==> src/rtl/pearson_pkg.sv <==
// Shared definitions for the Pearson hash checker: permutation table,
// FSM state encoding and default length-counter width.
// Optional feature macro used by the top: PEARSON_ERRCNT_EN.
package pearson_pkg;

    localparam int unsigned LEN_W_DEFAULT = 8;

    typedef enum logic [1:0] {
        IDLE = 2'd0,
        MSG  = 2'd1,
        DONE = 2'd2
    } state_e;

    typedef logic [255:0][7:0] table_t;

    // Identity permutation; kept as a table so a different permutation
    // only needs this function changed.
    function automatic table_t build_table();
        table_t t;
        for (int unsigned i = 0; i < 256; i++) begin
            t[i] = 8'(i);
        end
        return t;
    endfunction

    localparam table_t PEARSON_T = build_table();

endpackage

==> src/rtl/pearson_lut.sv <==
// Combinational Pearson permutation lookup: 8-bit index -> table entry.
module pearson_lut
    import pearson_pkg::*;
(
    input  logic [7:0] idx,
    output logic [7:0] entry
);

    // Table read
    always_comb begin
        entry = PEARSON_T[idx];
    end

endmodule

==> src/rtl/pearson_hash_check.sv <==
// Pearson hash checker: hashes message bytes, compares against the trailing
// tag byte, and holds the result until consumed.
// Optional macro PEARSON_ERRCNT_EN adds err_cnt, a saturating count of
// consumed results whose res_match was 0.
module pearson_hash_check
    import pearson_pkg::*;
#(
    parameter int unsigned LEN_W = LEN_W_DEFAULT
) (
    input  logic             clk,
    input  logic             reset,
    input  logic             in_valid,
    input  logic [7:0]       in_data,
    input  logic             in_last,
    output logic             in_ready,
    output logic             res_valid,
    input  logic             res_ready,
    output logic             res_match,
    output logic [7:0]       res_hash,
    output logic [LEN_W-1:0] res_len,
    output logic             res_ovf
`ifdef PEARSON_ERRCNT_EN
    ,
    output logic [15:0]      err_cnt
`endif
);

    localparam logic [LEN_W-1:0] LEN_MAX = '1;

    state_e           state_q, state_d;
    logic [7:0]       hash_q, hash_d;
    logic [LEN_W-1:0] len_q, len_d;
    logic             ovf_q, ovf_d;
    logic             res_match_q, res_match_d;
    logic [7:0]       res_hash_q, res_hash_d;
    logic [LEN_W-1:0] res_len_q, res_len_d;
    logic             res_ovf_q, res_ovf_d;
    logic [7:0]       lut_idx;
    logic [7:0]       lut_entry;
    logic             accept;

    // The running hash is not cleared between frames, so the first byte of
    // a frame indexes with a zero seed instead of the stale hash.
    always_comb begin
        lut_idx = ((state_q == IDLE) ? 8'h00 : hash_q) ^ in_data;
    end

    pearson_lut u_lut (
        .idx   (lut_idx),
        .entry (lut_entry)
    );

    // Next-state, datapath and handshake outputs
    always_comb begin
        state_d     = state_q;
        hash_d      = hash_q;
        len_d       = len_q;
        ovf_d       = ovf_q;
        res_match_d = res_match_q;
        res_hash_d  = res_hash_q;
        res_len_d   = res_len_q;
        res_ovf_d   = res_ovf_q;
        in_ready    = (state_q != DONE);
        res_valid   = (state_q == DONE);
        accept      = in_valid && in_ready;
        case (state_q)
            IDLE: begin
                if (accept) begin
                    if (!in_last) begin
                        hash_d  = lut_entry;
                        len_d   = LEN_W'(1);
                        ovf_d   = 1'b0;
                        state_d = MSG;
                    end else begin
                        hash_d      = '0;
                        len_d       = '0;
                        ovf_d       = 1'b0;
                        res_hash_d  = '0;
                        res_len_d   = '0;
                        res_ovf_d   = 1'b0;
                        res_match_d = (in_data == 8'h00);
                        state_d     = DONE;
                    end
                end
            end
            MSG: begin
                if (accept) begin
                    if (!in_last) begin
                        hash_d = lut_entry;
                        if (len_q == LEN_MAX) begin
                            ovf_d = 1'b1;
                        end else begin
                            len_d = len_q + LEN_W'(1);
                        end
                    end else begin
                        res_hash_d  = hash_q;
                        res_len_d   = len_q;
                        res_ovf_d   = ovf_q;
                        res_match_d = (hash_q == in_data) && !ovf_q;
                        state_d     = DONE;
                    end
                end
            end
            DONE: begin
                if (res_ready) begin
                    state_d = IDLE;
                end
            end
            default: begin
                state_d = IDLE;
            end
        endcase
    end

    // State and result registers
    always_ff @(posedge clk or negedge reset) begin
        if (!reset) begin
            state_q     <= IDLE;
            hash_q      <= '0;
            len_q       <= '0;
            ovf_q       <= 1'b0;
            res_match_q <= 1'b0;
            res_hash_q  <= '0;
            res_len_q   <= '0;
            res_ovf_q   <= 1'b0;
        end else begin
            state_q     <= state_d;
            hash_q      <= hash_d;
            len_q       <= len_d;
            ovf_q       <= ovf_d;
            res_match_q <= res_match_d;
            res_hash_q  <= res_hash_d;
            res_len_q   <= res_len_d;
            res_ovf_q   <= res_ovf_d;
        end
    end

    assign res_match = res_match_q;
    assign res_hash  = res_hash_q;
    assign res_len   = res_len_q;
    assign res_ovf   = res_ovf_q;

`ifdef PEARSON_ERRCNT_EN
    logic [15:0] err_cnt_q, err_cnt_d;

    // Count consumed mismatching results, saturating
    always_comb begin
        err_cnt_d = err_cnt_q;
        if (res_valid && res_ready && !res_match_q && (err_cnt_q != 16'hFFFF)) begin
            err_cnt_d = err_cnt_q + 16'd1;
        end
    end

    // Error counter register
    always_ff @(posedge clk or negedge reset) begin
        if (!reset) begin
            err_cnt_q <= '0;
        end else begin
            err_cnt_q <= err_cnt_d;
        end
    end

    assign err_cnt = err_cnt_q;
`endif

endmodule

==> config.mk <==
export PLATFORM = sky130hd
export DESIGN_NAME = pearson_hash_check
export DESIGN_NICKNAME = d
export VERILOG_FILES = /design/src/rtl/pearson_pkg.sv /design/src/rtl/pearson_lut.sv /design/src/rtl/pearson_hash_check.sv
export SDC_FILE = /design/constraint.sdc
export NUM_CORES = 1
export LEC_CHECK = 0
export CAP_MARGIN = 20
export CORE_ASPECT_RATIO = 0.8
export CORE_MARGIN = 2
export CORE_UTILIZATION = 40
export DETAILED_ROUTE_END_ITERATION = 7
export SLEW_MARGIN = 0
export SYNTH_ARGS = -nofsm -noshare
export SYNTH_HDL_FRONTEND = slang
export SYNTH_SLANG_ARGS = --single-unit
==> constraint.sdc <==
create_clock -name clk -period 2.2 [get_ports clk]
set_input_delay 0.22 -clock clk [delete_from_list [all_inputs] [get_ports clk]]
set_output_delay 0.22 -clock clk [all_outputs]
set_load 0.005 [all_outputs]
==> metrics.txt <==
Hold/Removal Path Class in -> async; Final Non-Filler Cells 304; register bit count reported by yosys 37; row count 22; Worst setup SP type flip-flop; max_cap viols 0; Longest Clk Path Bufs 2; Max H-tree Level 2; synth cell count leaders nand2_1 (50), dfrtp_1 (37), o21ai_0 (18), a21oi_1 (12); Worst slew margin 45.7%; Pre-antenna DRT Iters 4; vias in the first global route 1416; DIE WIDTH 81.1 um; worst setup path startpoint state_q[0]$_DFFE_PN0P_; clk sinks 37; initial core utilization 41.6%; Crit Path Max Fanout 19; Die ar. 5320 sq um; top-count cell post-synth nand2_1; DR iter-0 viols 76; placed cell areas 2280 sq um; DP HPWL 3060 um; DR vias 1582; initial antenna violation count 0; EDFF count, synth 0; DRC 0; remaining antenna violation count 0; Num CTS Buffers 5; Finish-stage setup viols 0; minimum clock period 1.94 ns; Post-Synthesis Cells 209; reg-to-reg startpoint len_q[0]$_DFFE_PN0P_; critical path class reg -> out; CTS tree yes; Yosys top cell by area dfrtp_1; Post-synth top flop dfrtp_1; Seq/Total Area, Yosys 48.7%; # hold bufs at CTS 0; Buffers on Ports 32; fin crit share 88.3%; largest net degree at the start of global routing 38; first-pass GRT wire length 7130 um; highest clock rate 0.515 GHz; die height 65.7 um; Setup crit end kind output port; Post-layout nets 257; worst vdd ir 0.000371 V; Final Hold Viols 0; PwrDens 744 nW/um^2; Final Instance Area 2400 sq um; Leakage 1.02 nW; WL final 4250 um; Ys Warns 0; RD Place Congestion 0.859; mean area per synthesized cell 9.09 sq um; Worst-Skew Late Latency 0.29 ns; post-synthesis cell type count 38; Worst-Margin Slew 0.814 ns; Area Growth Syn to Fin 26.2%; Vias/cell 5.20; Clock Pin Slew Worst Setup and Hold Paths 0.08 ns; clk root buf clkbuf_8; total track usage 18.0%; syn nets 223; clock skew 0.00217 ns; post_cts resized 0; postcts setup bufs 0; Cells after DPL 296; Yosys top cell area share 48.7%; setup TNS 0 ns; WL/cell 14.0 um; layout cell share with drive strength beyond 1 7.38%; ant diodes 0; CP required 1.98 ns; cell area after synthesis 1900 sq um; Synth area leaders dfrtp_1 (49%), nand2_1 (9.9%), o21ai_0 (4.7%); ys async rst share 100%; CORE AREA 4570 sq um; Critical Path AT 1.72 ns; Slew Limit Fails 0; status finished clean; grt ovf 0; unrepaired setup endpoints after global routing no; # IOs 33
[registers in the layout, indices dropped and copies added (netlist names)]
register   cells
hash_q         8
len_q          8
res_hash       8
res_len        8
state_q        2
ovf_q          1
res_match      1
res_ovf        1
[per-layer routing]
metal  share of wire, %  up-vias  track usage, %
li1                   -      804               -
met4                1.5        0            6.36
met1                 54      731            28.2
met2                 39       39            24.1
met5                  0        -               0
met3                5.2        8            3.85
[logic make-up after synthesis]
logic type | after synthesis | share of synthesized area, %
AOI/OAI and AO/OA | 50 | 16.4
buffers and inverters | 15 | 3.82
and+or+nand+nor | 90 | 22.5
xor gates and xnor gates | 8 | 3.69
muxes | 8 | 4.21
DFF | 37 | 48.7
adders and majority gates | 1 | 0.658
[final cells by class]
class                           count  area (sq um)
Clock inverter                      2          37.5
Inverter                            4          15.0
Clock buffer                        6          82.6
Timing Repair Buffer               38           360
Multi-Input combinational cell    157           902
Fill cell                         459          2170
Sequential cell                    37           926
Tap cell                           60          75.1
[per-stage QoR]
step / total power, mW / hold slack [ns] / setup slack (ns) / utilization [%]
after floorplan: 1.02 / -0.0756 / 0.656 / -
after global placement: 1.17 / 0.370 / 0.340 / 49.9
after detailed placement: 1.18 / 0.369 / 0.290 / 49.9
after CTS: 1.80 / 0.0492 / 0.231 / 52.5
after global routing: 1.89 / 0.0928 / 0.114 / 52.5
final: 1.78 / 0.0159 / 0.258 / 52.5
[path summary, 6_finish.rpt]
| check | endpoint | slack (ns) | depth (start not counted) |
|---|---|---|---|
| setup reg to reg | len_q[3]$_DFFE_PN0P_ | 0.47 | 5 |
| setup / recovery | in_ready | 0.26 | 2 |
| max in group asynchronous | res_hash[0]$_DFFE_PN0P_ | 1.67 | 1 |
| hold / removal | len_q[6]$_DFFE_PN0P_ | 0.02 | 1 |
| hold reg to reg | res_hash[3]$_DFFE_PN0P_ | 0.48 | 2 |
| min in group clk | res_hash[3]$_DFFE_PN0P_ | 0.48 | 2 |
[report_power, final]
group,switching (mW),internal (mW),leakage (nW)
clock network,0.255,0.369,0.0574
registers,0.0860,0.746,0.500
logic,0.164,0.164,0.458
[cells in the final DEF (no fill, tap or decap), types with 2 or more instances in the layout]
cell,instances
and3_1,2
nand2b_1,5
o22ai_1,4
a22o_1,2
inv_1,3
clkbuf_8,6
nor4_1,5
a21oi_1,12
nor2_1,6
nor2b_1,5
o21ai_0,18
buf_4,6
nand3_1,6
clkdlybuf4s50_1,31
a22oi_1,4
o211ai_1,3
nand2_1,50
mux2i_1,8
nand4_1,3
or4_1,2
dfrtp_1,37
xor2_1,8
[worst max-delay path: stages (launching register included)]
cell and delay (ns):
dfrtp_1 0.69, nand2b_1 0.22, clkdlybuf4s50_1 0.51
Note: power is estimated with default switching activity, not from simulation.
